## src/rtl/serial_adder_ctrl.sv

```systemverilog
//------------------------------------------------------------------------------
// +--------------------------------------------------------------------------+
// | Module      : serial_adder_ctrl                                          |
// | Description : Bit-serial adder. One full adder (two half-adder cells     |
// |               plus an OR gate) is reused once per bit, LSB first, under  |
// |               an IDLE/RUN/DONE controller. A result takes WIDTH cycles   |
// |               in RUN followed by a one-cycle DONE.                       |
// | Config      : `define SERIAL_ADDER_OVF_EN adds the ovf output            |
// |               (two's-complement overflow, registered with sum).          |
// | Ports       : clk    - clock, rising edge                                |
// |               rst_n  - asynchronous active-low reset                     |
// |               start  - request an addition (ignored while busy)          |
// |               a, b   - operands, captured on an accepted start           |
// |               busy   - high while the state is RUN                       |
// |               done   - one-cycle pulse when sum/carry become valid       |
// |               sum    - registered result, held until next completion     |
// |               carry  - registered carry out of the MSB                   |
// |               ovf    - (optional) signed overflow, held with sum         |
// | Revision    : 1.0 - initial release                                      |
// +--------------------------------------------------------------------------+
//------------------------------------------------------------------------------
`timescale 1ns/1ps
`default_nettype none

module serial_adder_ctrl #(
    parameter int WIDTH = 8
) (
    input  logic             clk,
    input  logic             rst_n,
    input  logic             start,
    input  logic [WIDTH-1:0] a,
    input  logic [WIDTH-1:0] b,
    output logic             busy,
    output logic             done,
    output logic [WIDTH-1:0] sum,
    output logic             carry
`ifdef SERIAL_ADDER_OVF_EN
    ,
    output logic             ovf
`endif
);

    localparam int            C_CW   = (WIDTH > 2) ? $clog2(WIDTH) : 1;
    localparam logic [C_CW-1:0] C_LAST = C_CW'(WIDTH - 1);

    typedef enum logic [1:0] {
        IDLE = 2'd0,
        RUN  = 2'd1,
        DONE = 2'd2
    } state_t;

    state_t r_state;
    state_t w_next_state;

    logic [WIDTH-1:0] r_a_sh;
    logic [WIDTH-1:0] r_b_sh;
    // Holds the WIDTH-1 sum bits already produced; the final bit comes
    // straight from the adder on the completing edge.
    logic [WIDTH-2:0] r_res_sh;
    logic [WIDTH-2:0] w_res_shifted;
    logic             r_c;
    logic [C_CW-1:0]  r_cnt;

    logic w_accept;
    logic w_last;

    // Full adder: two half-adder cells plus an OR gate.
    logic w_ha0_s;
    logic w_ha0_c;
    logic w_fa_s;
    logic w_ha1_c;
    logic w_fa_co;

    assign w_ha0_s = r_a_sh[0] ^ r_b_sh[0];
    assign w_ha0_c = r_a_sh[0] & r_b_sh[0];
    assign w_fa_s  = w_ha0_s ^ r_c;
    assign w_ha1_c = w_ha0_s & r_c;
    assign w_fa_co = w_ha0_c | w_ha1_c;

    assign w_last = (r_cnt == C_LAST);

    // New sum bits enter at the MSB of the partial-result register.
    generate
        if (WIDTH == 2) begin : g_res_narrow
            assign w_res_shifted = w_fa_s;
        end else begin : g_res_wide
            assign w_res_shifted = {w_fa_s, r_res_sh[WIDTH-2:1]};
        end
    endgenerate

    //--------------------------------------------------------------------------
    // FSM state register
    //--------------------------------------------------------------------------
    always_ff @(posedge clk or negedge rst_n) begin
        if (!rst_n) begin
            r_state <= IDLE;
        end else begin
            r_state <= w_next_state;
        end
    end

    //--------------------------------------------------------------------------
    // FSM next-state and outputs
    //--------------------------------------------------------------------------
    always_comb begin
        w_next_state = r_state;
        w_accept     = 1'b0;
        busy         = 1'b0;
        done         = 1'b0;
        case (r_state)
            IDLE: begin
                if (start) begin
                    w_accept     = 1'b1;
                    w_next_state = RUN;
                end
            end
            RUN: begin
                busy = 1'b1;
                if (w_last) begin
                    w_next_state = DONE;
                end
            end
            DONE: begin
                done = 1'b1;
                // A start here chains straight into the next operation.
                if (start) begin
                    w_accept     = 1'b1;
                    w_next_state = RUN;
                end else begin
                    w_next_state = IDLE;
                end
            end
            default: begin
                w_next_state = IDLE;
            end
        endcase
    end

    //--------------------------------------------------------------------------
    // Datapath
    //--------------------------------------------------------------------------
    always_ff @(posedge clk or negedge rst_n) begin
        if (!rst_n) begin
            r_a_sh   <= '0;
            r_b_sh   <= '0;
            r_res_sh <= '0;
            r_c      <= 1'b0;
            r_cnt    <= '0;
            sum      <= '0;
            carry    <= 1'b0;
`ifdef SERIAL_ADDER_OVF_EN
            ovf      <= 1'b0;
`endif
        end else if (w_accept) begin
            r_a_sh <= a;
            r_b_sh <= b;
            r_c    <= 1'b0;
            r_cnt  <= '0;
        end else if (r_state == RUN) begin
            r_a_sh   <= r_a_sh >> 1;
            r_b_sh   <= r_b_sh >> 1;
            r_res_sh <= w_res_shifted;
            r_c      <= w_fa_co;
            if (w_last) begin
                // Counter parks at 0 so it never wraps outside RUN.
                r_cnt <= '0;
                sum   <= {w_fa_s, r_res_sh};
                carry <= w_fa_co;
`ifdef SERIAL_ADDER_OVF_EN
                // r_c is the carry into the MSB at this step.
                ovf   <= r_c ^ w_fa_co;
`endif
            end else begin
                r_cnt <= r_cnt + C_CW'(1);
            end
        end
    end

endmodule

`default_nettype wire

```

## config.mk

```make
export PLATFORM = sky130hd
export DESIGN_NAME = serial_adder_ctrl
export DESIGN_NICKNAME = d
export VERILOG_FILES = /design/src/rtl/serial_adder_ctrl.sv
export SDC_FILE = /design/constraint.sdc
export NUM_CORES = 1
export LEC_CHECK = 0
export CAP_MARGIN = 20
export CORE_MARGIN = 2
export CORE_UTILIZATION = 45
export DETAILED_ROUTE_END_ITERATION = 8
export PLACE_DENSITY = 0.77
export SYNTH_ARGS = -nofsm -noshare
export SYNTH_HDL_FRONTEND = slang
export SYNTH_SLANG_ARGS = --single-unit
```

## constraint.sdc

```tcl
create_clock -name clk -period 1.4 [get_ports clk]
set_clock_uncertainty 0.1 [all_clocks]
set_input_delay 0.14 -clock clk [delete_from_list [all_inputs] [get_ports clk]]
set_output_delay 0.14 -clock clk [all_outputs]
set_load 0.005 [all_outputs]
```

-- Word-level counts from Yosys, hierarchy flattened
Cells that the tools add are included.
- logic and storage cells: 43
- bits in registers: 38
- input bits: 19
- output and inout bits: 11
- eq/ne operators: 5
- reduce and logical (&&, ||, !) cells: 6
- mux-type cells: 17
- add/sub/neg operators: 1
- bitwise operators: 6
- operators by type and width (kind ; count):
    2-to-1 mux 8 bit ; 4
    2-to-1 mux 3 bit ; 3
    2-to-1 mux 1 bit ; 7
    one-hot mux 2 bit (3 select lines) ; 1
    2-to-1 mux 2 bit ; 2
    inequality test 2 bit, second input constant ; 2
    AND reduction 2 bit ; 2
    adder 3 x 1 -> 3 bit, second input constant ; 1
    equality test 3 bit, second input constant ; 1
    AND reduction 3 bit ; 1
    bitwise AND 1 bit ; 2
    equality test 2 x 1 -> 1 bit, second input constant ; 1
    equality test 2 bit, second input constant ; 1
    logical NOT 2 bit ; 1
    nonzero test 2 bit ; 1
    OR reduction 2 bit ; 1
    bitwise XOR 1 bit ; 2
    NOT 1 bit ; 1
    bitwise OR 1 bit ; 1

-- Depth between registers and ports, before layout
Gate-level depths: netlist of run 1.
- depth in word-level cells: 5
- mapped depth: 6
- mapped depth without buffers: 5

-- Worst setup path before layout of run 1
No wires, ideal clock.
- path kind: register to register
- from: register r_a_sh[0]
- to: register r_c
- setup slack: -0.102 ns
- setup time: 0.121 ns
- stages on the path, launching flop included: 4
- arrival: 1.281 ns
- cell sequence: dfrtp_1 -> fa_1 -> mux2_2 -> a22o_1
- cells in the longest elaborated chain, start to end: 5
- elaborated cells between the ends (all ways): 6
- classes of those cells: mux: 2; bitwise: 4
- ends and longest elaborated chain (element ; line ; text):
    start: declaration ; 55 ; logic [WIDTH-1:0] r_a_sh;
    start signal: assignment ; 160 ; r_a_sh <= r_a_sh >> 1;
    bitwise XOR 1 bit ; 74 ; assign w_ha0_s = r_a_sh[0] ^ r_b_sh[0];
    bitwise AND 1 bit ; 77 ; assign w_ha1_c = w_ha0_s & r_c;
    bitwise OR 1 bit * ; 78 ; assign w_fa_co = w_ha0_c | w_ha1_c;
    net w_fa_co ; 72 ; logic w_fa_co;
    2-to-1 mux 1 bit * ; 159 ; end else if (r_state == RUN) begin
    2-to-1 mux 1 bit * ; 154 ; end else if (w_accept) begin
    end signal: assignment ; 163 ; r_c <= w_fa_co;
    end: declaration ; 61 ; logic r_c;
The timed path passes the listed nets; every way through them passes the cells marked *. The select of a mux whose other input is x is not followed.
A chain may end at the register's enable or synchronous reset.

-- Final worst setup path of run 1
Same ends and word-level chain as after synthesis.

==> results of run 1 <==
-- worst max path at each step --
stage,from,endpoint,slack [ps]
after CTS,r_c$_DFFE_PN0P_,r_c$_DFFE_PN0P_,-90
after floorplan,r_c$_DFFE_PN0P_,r_c$_DFFE_PN0P_,-50
after global placement,r_c$_DFFE_PN0P_,r_c$_DFFE_PN0P_,-50
after detailed placement,r_c$_DFFE_PN0P_,r_c$_DFFE_PN0P_,-70
after global routing,r_a_sh[0]$_DFFE_PN0P_,r_c$_DFFE_PN0P_,-120
final,r_a_sh[0]$_DFFE_PN0P_,r_c$_DFFE_PN0P_,-80
-- flip-flops by register name, summed over array words and instances, names as in the netlist --
name      flops
r_a_sh        8
carry         1
r_b_sh        8
r_c           1
r_res_sh      7
r_state       2
r_cnt         3
sum           8
-- where the power goes --
group          internal, W  leakage [nW]  switching, W  total, W
combinational      0.00164         0.684       0.00115   0.00279
sequential         0.00161         0.467      0.000374   0.00199
clock             0.000379        0.0431      0.000349  0.000728
-- synth_stat cells --
master    instances  area (um2)
a211oi_1          2       15.01
a21oi_1           2       10.01
a22o_1            7       61.31
and2b_1           1       7.510
buf_2             7       35.03
buf_6             1       11.26
dfrtp_1          38       950.9
fa_1              1       20.02
ha_1              2       25.02
inv_1             1       3.750
inv_4             1       6.260
mux2_2            3       33.78
mux2_4            9       135.1
mux2i_1           2       20.02
nand2_1          21       78.83
nand2_4           1       11.26
nand2b_1          1       6.260
nand2b_4          1       13.76
nor2_1           15       56.30
nor2b_1           3       18.77
nor3_1           12       60.06
o21ai_0           1       5.000
o22ai_1          12       75.07
-- logic make-up (layout without fill, tap and decap cells) --
group           Yosys count  in the layout  share of synthesized area, %
fa+ha+maj                 3              3                         2.713
buf+inv                  10             71                         3.391
compound gates           24             24                         10.02
simple gates             55             55                         15.22
mux                      14             14                         11.38
flops                    38             38                         57.27
-- stage by stage --
step / std cells / TNS [ps] / setup WS, ps / utilization [%] / instance area (um2)
after global placement: 232 / -91.95 / -50.73 / 59.61 / 2150
after global routing: 253 / -1040 / -123.1 / 69.36 / 2501
after detailed placement: 232 / -420.0 / -74.39 / 59.61 / 2150
final: 253 / -440.3 / -77.71 / 69.36 / 2501
after CTS: 242 / -596.9 / -86.43 / 63.84 / 2302
after floorplan: 144 / -51.03 / -51.03 / - / 1690
-- worst register-to-register path, delay by kind of cell (launching register included) --
kind | cells | cell delay (ps)
AO/OA/AOI/OAI | 1 | 200
multiplexers | 1 | 270
adder cells (fa/ha/maj) | 1 | 390
flip-flops | 1 | 410
-- metal layers --
metal  global-route usage (%)  part of all wire, %  vias up
met3                    6.944                  4.6        7
met4                    8.777                  1.8        0
met5                        0                    0        -
li1                         -                    -      622
met2                    33.38                   54       34
met1                    21.15                   39      650
-- final cells by class --
| cell class | instances | area, um2 | share of cell area (%) |
|---|---|---|---|
| well taps | 48 | 60.06 | 2.401 |
| multi-input cells | 96 | 814.5 | 32.57 |
| flip-flops and latches | 38 | 952.2 | 38.07 |
| inverters | 2 | 10.01 | 0.4002 |
| clock buffers | 6 | 82.58 | 3.302 |
| repair buffers | 63 | 581.8 | 23.26 |
-- repair_timing --
| item | in CTS | in global routing |
|---|---|---|
| gates resized for setup | 12 | 27 |
| setup buffers | 4 | 11 |
| pin swaps | 1 | 15 |
| endpoints found under the setup margin | 15 | 36 |
==> flow_metrics.py, run 1 <==
metrics = {
    "setup_path": {
        "crit_path_start_kind": "flop",
        "crit_required_ps": 1480,
        "crit_path_max_incr_delay_ps": 410,
        "arrival_ps": 1560,
        "crit_family": "flip-flops",
        "path_depth": 3,
        "worst-r2r-setup-slack_ps": -80,
        "r2r_end": "r_c$_DFFE_PN0P_",
        "cp-end-kind": "flop",
        "cpMaxStageDelayCell": "dfrtp_1",
        "critPathMaxFanout": 2,
        "critPathKind": "reg2reg",
        "r2r.worst_path.cells": 3,
        "path_buf_inv": 0,
        "path_cells": "fa_2 > mux2_4 > a22o_1",
        "r2r_start": "r_a_sh[0]$_DFFE_PN0P_",
    },
    "route": {
        "drc": 0,
        "routed-via-count": 1313,
        "routed_wl_um": 3812,
        "wl_per_cell_um": 15.07,
        "ant_nets": 0,
        "drt-initial-drc-count": 33,
        "drt_pass1_iterations": 4,
        "viasPerCell": 5.190,
    },
    "cts": {
        "cts_hold_buf": 0,
        "htree_levels": 2,
        "cts_buffers": 5,
        "cts_num_sinks": 38,
        "clock_path_buffers": 2,
        "cts-root-buf": "clkbuf_8",
        "insertion_delay_ps": 290,
        "clk_pin_slew_ps": 70,
        "cts_tree": "built",
    },
    "outcome": {
        "violations": "setup timing",
        "status": "finished, violations left",
    },
    "cells_and_area": {
        "area_delta_synth_final_pct": 50.64,
        "insertedDiodeCount": 0,
        "final_common_cell": "dfrtp_1",
        "drive_above_1_share_pct": 40.49,
        "nFillCells": 269,
        "final_cell_mix": "dfrtp_1 (37), buf_4 (28), clkdlybuf4s50_1 (24)",
        "nets": 228,
    },
    "grt": {
        "antenna_found_initial": 0,
        "grtUsageTotal_pct": 19.33,
        "grt_pass1_wl_um": 6003,
        "grt_max_degree": 39,
        "grt_pass1_vias": 1347,
        "grt_overflow_total": 0,
    },
    "floorplanning": {
        "die_y_um": 64.74,
        "rows": 22,
        "core_area_um2": 3606,
        "start_util_pct": 46.04,
        "fp.dieArea_um2": 4191,
        "chipWidth_um": 64.74,
        "pin_count": 30,
    },
    "synth": {
        "ys_ff_latch": 38,
        "synth_cells": 144,
        "yosysSeqAreaShare_pct": 57.27,
        "syn_avg_cell_area_um2": 11.53,
        "synth_fp_nets": 166,
        "yosysWarnings": 0,
        "ys_types": 23,
        "netlist_area_um2": 1660,
    },
    "worst_hold_path": {
        "hp-class": "in2async",
    },
    "sta": {
        "slew_headroom_pct": 79.76,
        "max_freq_mhz": 676.7,
        "post-route-period-util_pct": 105.6,
        "finalSetupViolations": 12,
        "maxSlewViolCount": 0,
        "rsz0062_at_grt": "yes",
        "hold_violations": 0,
        "worst_slack_ps": -77.71,
        "tightestPinTransition_ps": 302.4,
        "timing.hold.ws_ps": 139.4,
        "period_needed_ps": 1478,
    },
    "placed_design": {
        "place.gp.congestion": 0.8118,
        "hpwl_um": 2502,
        "port_buffers": 29,
    },
    "pwr": {
        "p_total_w": 0.005500,
        "powerDensity_nw_per_um2": 2199,
        "ir_worst_vdd_v": 0.0008831,
        "p_leak_nw": 1.195,
    },
    "run": {
        "drv_cap": 0,
    },
}
Note: power is estimated with default switching activity, not from simulation.
==> run 2: changes to the inputs <==
--- a/config.mk
+++ b/config.mk
@@ -6,6 +6,7 @@
 export NUM_CORES = 1
 export LEC_CHECK = 0
 export CAP_MARGIN = 20
+export CORE_ASPECT_RATIO = 2
 export CORE_MARGIN = 2
 export CORE_UTILIZATION = 45
 export DETAILED_ROUTE_END_ITERATION = 8
==> run 2 against run 1 <==
Sequential power about the same. Critical path depth unchanged. Final cell count down 0.40%. Utilization down 0.46 points. Register-to-register slack about the same. The flow still finishes with violations (setup timing). Critical path type unchanged. Critical endpoint unchanged.
==> flow_metrics.py, run 2 (synthesis results as in run 1) <==
metrics = {
    "setup_path": {
        "critPathKind": "reg2reg",
        "cp-end-kind": "flop",
        "crit_path_start_kind": "flop",
        "critPathMaxFanout": 2,
        "crit_family": "flip-flops",
        "crit_required_ps": 1480,
        "path_buf_inv": 0,
        "cpMaxStageDelayCell": "dfrtp_1",
        "arrival_ps": 1570,
        "path_cells": "fa_2 > mux2_4 > a22o_1",
        "crit_path_max_incr_delay_ps": 410,
    },
    "pwr": {
        "powerDensity_nw_per_um2": 2192,
        "sw_frac_of_total_pct": 34.14,
        "p_comb_share_pct": 49.8,
        "seqPwrFrac_pct": 36.5,
        "p_sw_w": 0.001840,
        "p_leak_nw": 1.231,
        "power.share.clock_pct": 13.6,
        "p_int_w": 0.003550,
        "ir_worst_vdd_v": 0.001248,
    },
    "sta": {
        "slew_headroom_pct": 69.48,
        "post-route-period-util_pct": 106.2,
        "finalSetupViolations": 13,
        "rsz0062_at_grt": "yes",
        "timing.hold.ws_ps": 318.0,
        "max_freq_mhz": 672.8,
        "fin_setup_tns_ps": -342.0,
        "tightestPinTransition_ps": 457.8,
        "period_needed_ps": 1486,
        "hold_violations": 0,
        "maxSlewViolCount": 0,
        "worst_slack_ps": -86.25,
    },
    "route": {
        "routed_wl_um": 3853,
        "drc": 0,
        "routed-via-count": 1298,
        "drt_pass1_iterations": 4,
        "wl_per_cell_um": 15.29,
        "ant_nets": 0,
        "drt-initial-drc-count": 38,
        "viasPerCell": 5.151,
    },
    "outcome": {
        "violations": "setup timing",
        "status": "finished, violations left",
    },
    "cts": {
        "cts-root-buf": "clkbuf_8",
        "cts_buffers": 5,
        "clk_pin_slew_ps": 70,
        "cts_num_sinks": 38,
        "htree_levels": 2,
        "insertion_delay_ps": 290,
        "cts_tree": "built",
        "clock_path_buffers": 2,
    },
    "cells_and_area": {
        "final_common_cell": "dfrtp_1",
        "area_delta_synth_final_pct": 48.08,
        "drive_above_1_share_pct": 35.47,
        "nets": 226,
        "reg_top3": "r_a_sh: 8 flops, r_b_sh: 8 flops, sum: 8 flops",
        "insertedDiodeCount": 0,
        "fin_cells": 252,
        "final_cell_mix": "dfrtp_1 (38), buf_4 (25), nand2_1 (21)",
    },
    "grt": {
        "grt_pass1_wl_um": 6044,
        "antenna_found_initial": 0,
        "grt_pass1_vias": 1333,
        "grtUsageTotal_pct": 19.94,
        "grt_max_degree": 39,
        "grt_overflow_total": 0,
    },
    "placed_design": {
        "place.gp.congestion": 0.7136,
        "dp.cells": 233,
        "port_buffers": 29,
        "hpwl_um": 2515,
    },
    "floorplanning": {
        "die_y_um": 89.90,
        "chipWidth_um": 46.95,
        "start_util_pct": 46.53,
        "rows": 31,
        "core_area_um2": 3568,
        "pin_count": 30,
        "fp.dieArea_um2": 4221,
    },
    "worst_hold_path": {
        "hp-class": "in2async",
    },
    "run": {
        "drv_cap": 0,
    },
}
## run 2: cell count changes in the layout (fill, tap and decap cells not counted), sizes merged
cell           before  now
buf                34   31
clkbuf              7    8
clkdlybuf4s50      24   17
dlygate4sd2         1    2
dlygate4sd3         0    1
dlymetal6s2s        3    7
nand2              22   23
## run 2: final timing paths
path | endpoint | from | slack [ps] | cells after the start
worst max register to register | r_c$_DFFE_PN0P_ | r_a_sh[0]$_DFFE_PN0P_ | -90 | 3
max in group asynchronous | r_res_sh[4]$_DFFE_PN0P_ | rst_n | 560 | 3
worst min-delay path | sum[2]$_DFFE_PN0P_ | rst_n | 320 | 3
worst max-delay path | r_c$_DFFE_PN0P_ | r_a_sh[0]$_DFFE_PN0P_ | -90 | 3
min in group clk | r_a_sh[6]$_DFFE_PN0P_ | a[6] | 340 | 3
worst min register to register | r_res_sh[0]$_DFFE_PN0P_ | r_res_sh[0]$_DFFE_PN0P_ | 390 | 2
## run 2: power by group through the flow
stage	logic, W	clock network, W	registers, W
finish	0.00269	0.000734	0.00197
global route	0.00294	0.000796	0.00202
CTS	0.00249	0.000749	0.00194
detailed placement	0.00228	0	0.00197
global placement	0.00219	0	0.00192
floorplan	0.00140	0	0.00190
## run 2: timing repair
| action | CTS | global route |
|---|---|---|
| pin swaps | 3 | 1 |
| resized for setup | 15 | 24 |
| gates cloned | 1 | 1 |
| setup buffers | 6 | 5 |
| hold endpoints to repair | 38 | 0 |
| endpoints found under the setup margin | 17 | 36 |
| hold buffers | 1 | 0 |
## run 2: worst reg2reg max path, delay by kind of cell, from the launching register on
kind	cells	cell delay (ps)
flops	1	410
fa+ha+maj	1	390
mux	1	270
compound gates	1	200
## run 2: layer usage
| metal | track usage (%) | wire, um | up-vias |
|---|---|---|---|
| met3 | 4.819 | 144 | 8 |
| met4 | 10.65 | 98 | 0 |
| met1 | 21.97 | 1378 | 639 |
| li1 | - | - | 619 |
| met2 | 32.88 | 2232 | 32 |
| met5 | 0 | 0 | - |
## run 2: metrics by stage
| step | total power [W] | utilization, % | cell area (um2) | worst slack, ps |
|---|---|---|---|---|
| finish | 0.005390 | 68.90 | 2459 | -86.25 |
| global route | 0.005761 | 68.90 | 2459 | -139.6 |
| CTS | 0.005175 | 65.53 | 2338 | -92.96 |
| detailed placement | 0.004244 | 60.13 | 2146 | -84.95 |
| global placement | 0.004104 | 60.13 | 2146 | -56.56 |
| floorplan | 0.003294 | - | 1690 | -51.03 |
## run 2: layout make-up
class                   count  area [um2]
inverters                   2       10.01
well taps                  49       61.31
fillers                   268        1110
flip-flops and latches     38       950.9
multi-input cells          97       800.8
clock buffers               6       82.58
repair buffers             60       553.0
==> RTL change 1 (flow settings as in run 1) <==
Build with the macro `SERIAL_ADDER_OVF_EN` defined.
--- a/src/rtl/serial_adder_ctrl.sv
+++ b/src/rtl/serial_adder_ctrl.sv
@@ -23,2 +23,4 @@
 `default_nettype none
+
+`define SERIAL_ADDER_OVF_EN
 
Behaviour (old outputs only; new: ovf): unchanged (equiv_simple and equiv_induct, registers matched by name and starting in step).
==> RTL change 1 against run 1 <==
The run still ends with negative setup slack left. Critical path depth up 1. Worst setup slack worse by 0.0032 ns. Design area up 6.9%. Sequential cell count up 1. Power down 6.0%. Die area up 18%. Routed wire length up 0.66%. Area after synthesis up 19%. Critical endpoint is now r_cnt[0]. Largest power group unchanged.
==> RTL change 1: results (changes against run 1) <==
outcome:
  status: "complete, but fails checks"
  violations: "negative setup slack"
sta:
  final-setup-viol-count: 13  # +1
  finalSetupTns_ns: -0.395  # +0.0453 ns
  worstMarginPinSlew_ns: 0.212  # -0.0908 ns
  setup_ws_ns: -0.0809  # -0.00317 ns
  whs_ns: 0.0683  # -0.0712 ns
synthesis:
  synth_cells: 145  # +0.69%
  synth_cell_types: 24  # +4.3%
  synthXorXnorAreaFrac_pct: 0.442  # +0.44 points
  ys_seq_area_share_pct: 49.2  # -8.0 points
  synthMuxAreaShare_pct: 33.6  # +22 points
  synth-compound-area-share_pct: 1.77  # -8.3 points
  synth_area_leaders: "dfrtp_1 (49%), mux2i_1 (24%), mux2_4 (5.3%), mux2_2 (4.5%), buf_6 (3.4%)"
  synth_common_cells: "mux2i_1 (47), dfrtp_1 (39), inv_1 (9), mux2_2 (8), mux2_4 (7)"
  syn-num-nets: 167  # +0.60%
  synthAdderAreaFrac_pct: 2.27  # -0.44 points
place:
  post-dp-hpwl_um: 2530  # +1.1%
  gp_congestion: 0.767  # -5.5%
  port_buffers: 30  # +3.4%
final_layout:
  nNetsFinal: 222  # -2.6%
  drive_gt1_share_pct: 29.5  # -11 points
  fillers: 325  # +21%
power_and_ir_drop:
  power.density_nw_per_um2: 1940  # -12%
  leakage_nw: 1.34  # +13%
  seqPwrFrac_pct: 38.2  # +2.1 points
  ir_drop_mv: 0.759  # -14%
  p_switching_w: 0.00162  # -13%
critical_path:
  slowest_stage: "or4b_4"
  arrival_ns: 1.61  # +0.05 ns
  path_delay_family: "simple AND/OR/NAND/NOR gates"
  rr_endpoint: "r_cnt[0]"
  slowest_delay_ns: 0.49  # +0.08 ns
  crit_path_start: "r_cnt[0]"
  r2r_cells: 4  # +1
drt:
  drtIter0Drc: 30  # -9.1%
  route.met3.wl_um: 145  # -17%
  viasPerCell: 5.16  # -0.60%
  wl_met2_um: 1940  # -5.9%
  drt-total-wl_um: 3840  # +0.66%
  routedLengthMet1_um: 1710  # +14%
  via_count: 1300  # -0.99%
clock_tree:
  cts_resized: 10  # -2
  post_cts_buffers: 4  # unchanged
  htreeDepth: 2  # unchanged
  cts_hold_buf: 1  # +1
global_route:
  use_met1_pct: 21.2  # +0.074 points
  use_met3_pct: 3.46  # -3.5 points
  grt_pass1_wl_um: 6280  # +4.6%
  met2_usage_pct: 26.5  # -6.9 points
==> RTL change 1: changes by cell type after synthesis, moves of 8 or more <==
cell,run 1,this run
o22ai_1,12,1
nand2_1,21,0
nor3_1,12,0
nor2_1,15,1
mux2i_1,2,47
inv_1,1,9
==> RTL change 1: stage by stage <==
| step | cell area (µm²) | setup WS (ns) | utilization [%] |
|---|---|---|---|
| after floorplan | 2000 | -0.0639 | - |
| after global placement | 2400 | -0.0767 | 56.0 |
| after detailed placement | 2400 | -0.122 | 56.0 |
| after CTS | 2560 | -0.0857 | 59.7 |
| after global routing | 2670 | -0.124 | 62.2 |
| final | 2670 | -0.0809 | 62.2 |
==> RTL change 1: area by class of cell <==
type,count,share of cell area [%]
Sequential cell,39,36.5
Clock inverter,1,0.187
Timing Repair Buffer,57,21.9
Tap cell,52,2.43
Multi-Input combinational cell,88,34.6
Inverter,9,1.26
Clock buffer,6,3.09
==> RTL change 2 (settings of run 1) <==
Made on the original files. Put one more register stage on the output `sum`. The value now appears one clock later. The other outputs are not delayed to match. Comments in the files are not updated.
--- a/src/rtl/serial_adder_ctrl.sv
+++ b/src/rtl/serial_adder_ctrl.sv
@@ -50,2 +50,4 @@
     } state_t;
+
+    logic [WIDTH-1:0] sum_s0;
 
@@ -148,3 +150,3 @@
             r_cnt    <= '0;
-            sum      <= '0;
+            sum_s0   <= '0;
             carry    <= 1'b0;
@@ -166,3 +168,3 @@
                 r_cnt <= '0;
-                sum   <= {w_fa_s, r_res_sh};
+                sum_s0 <= {w_fa_s, r_res_sh};
                 carry <= w_fa_co;
@@ -178,2 +180,6 @@
 
+    always_ff @(posedge clk) begin
+        sum <= sum_s0;
+    end
+
 endmodule
Behaviour: not the same (Yosys sat finds a counterexample within 10 cycles, from zero or initial values and one cycle with rst_n low).
==> RTL change 2 against run 1 <==
The flow still finishes with violations (negative setup slack). Worst hold slack better by 0.078 ns. Non-clock buffer count down 10. Area after synthesis up 9.6%. Synthesized cell count up 5.6%. Design area up 1.3%. Routed wire length down 1.3%. Utilization down 5.1 points. Via count up 2.2%. Power up 7.5%. Sequential cell count up 8. Count of clock-buffer cells in the layout unchanged. First-iteration DRC count up 18%. Worst setup slack worse by 0.031 ns. Critical path type unchanged.
==> RTL change 2: results (changes against run 1) <==
outcome:
  status: "complete, but fails checks"
  violations: "negative setup slack"
final_layout:
  drive_gt1_share_pct: 27.2  # -13 points
  fillers: 286  # +6.3%
  nNetsFinal: 227  # -0.44%
global_route:
  grt_use_total_pct: 18.7  # -0.60 points
  grt_pass1_wl_um: 6140  # +2.3%
  grt_start_max_net_pins: 21  # -46%
  grt_pass1_vias: 1334  # -0.97%
  use_met1_pct: 20.6  # -0.51 points
  met2_usage_pct: 33.8  # +0.45 points
  use_met3_pct: 5.50  # -1.4 points
drt:
  dr.pass1.iters: 4  # unchanged
  drtIter0Drc: 39  # +18%
  viasPerCell: 5.24  # +1.0%
  drt-total-wl_um: 3760  # -1.3%
sta:
  setup_ws_ns: -0.109  # -0.0312 ns
  worstMarginPinSlew_ns: 0.477  # +0.174 ns
  final-setup-viol-count: 13  # +1
clock_tree:
  clkSlewWorstSetupHoldPaths_ns: 0.09  # +0.02 ns
  cts_buffer_depth: 2  # unchanged
power_and_ir_drop:
  leakage_nw: 1.19  # -0.75%
  ir_drop_mv: 1.14  # +29%
  switching_share_pct: 30.8  # -3.3 points
critical_path:
  r2r-start: "r_cnt[0]"
  arrival_ns: 1.61  # +0.05 ns
  crit_fanout: 4  # +2
place:
  gp_congestion: 0.777  # -4.2%
  post-dp-hpwl_um: 2610  # +4.4%
synthesis:
  ys_seq_area_share_pct: 61.0  # +3.8 points
  synth_cell_types: 24  # +4.3%
  async_flop_share_pct: 82.6  # -17 points
  yosys_warnings: 0  # unchanged
  syn-num-nets: 174  # +4.8%
  synth_area_leaders: "dfrtp_1 (52%), dfxtp_1 (8.8%), mux2_4 (7.4%), nand2_1 (4.3%), o22ai_1 (4.1%)"
floorplanning:
  dieWidth_um: 67.6  # +4.4%
-- RTL change 2: cell count changes in the layout (fill, tap and decap cells not counted), moves of 5 or more --
cell     change
buf_4       -10
dfxtp_1      +8
nor3_1       +5
o22ai_1     +12
nor3_2       -5
o22ai_2     -11
-- RTL change 2: through the flow --
step	utilization (%)	area, µm²	setup WS (ns)	TNS (ns)	instances
floorplan	-	1850	-0.00893	-0.00893	152
global placement	58.3	2300	-0.0112	-0.0123	238
detailed placement	58.3	2300	-0.0733	-0.768	238
CTS	63.6	2510	-0.0625	-0.457	253
global route	64.2	2530	-0.167	-1.23	256
finish	64.2	2530	-0.109	-0.765	256
-- RTL change 2: power by group through the flow --
stage                     Clock, W  Sequential, W  Combinational (W)
after floorplan                  0        0.00225            0.00138
after global placement           0        0.00228            0.00210
after detailed placement         0        0.00234            0.00222
after CTS                  0.00122        0.00230            0.00235
after global routing       0.00127        0.00237            0.00266
final                      0.00120        0.00230            0.00242
-- RTL change 2: logic make-up after synthesis --
kind of cell               after synthesis  share of synthesized area, %
and+or+nand+nor                         55                          13.9
DFF                                     46                          61.0
adders and majority gates                3                          2.47
muxes                                   14                          10.4
buffers and inverters                   10                          3.09
AOI/OAI and AO/OA                       24                          9.14
-- RTL change 2: area by class of cell --
class                      count  area (µm²)  share of cell area [%]
inverter                       2        10.0                   0.395
tap                           50        62.6                    2.47
clock buffer                   6        82.6                    3.26
multi-input combinational     97         701                    27.7
sequential                    46        1110                    43.9
timing repair buffer          53         504                    19.9
clock inverter                 2        60.1                    2.37
-- RTL change 2: layer usage --
| layer | vias up | routed length, µm |
|---|---|---|
| li1 | 637 | - |
| met1 | 666 | 1530 |
| met2 | 32 | 2000 |
| met3 | 7 | 172 |
| met4 | 0 | 59 |
| met5 | - | 0 |
-- RTL change 2: what timing repair did --
action / in CTS / in global routing
pin swaps: 2 / 2
endpoints found under the hold margin: 19 / 0
endpoints found under the setup margin: 15 / 15
resized for setup: 11 / 4
buffers inserted: 5 / 3
gates cloned: 1 / 0
hold buffers: 1 / 0
-- RTL change 2: final timing paths --
check                              to  slack (ns)  cells after the start
setup / recovery             r_cnt[0]       -0.11                      5
hold / removal              r_b_sh[2]        0.22                      2
setup reg to reg             r_cnt[0]       -0.11                      5
hold reg to reg                sum[0]        0.28                      0
max in group asynchronous  r_state[0]        0.50                      3
min in group clk               sum[0]        0.28                      0
-- RTL change 2: critical path, stage by stage (launching register included) --
cell	delay [ns]
dfrtp_1	0.39
ha_2	0.21
ha_4	0.21
nor2_4	0.05
mux2_2	0.25
a22o_1	0.19
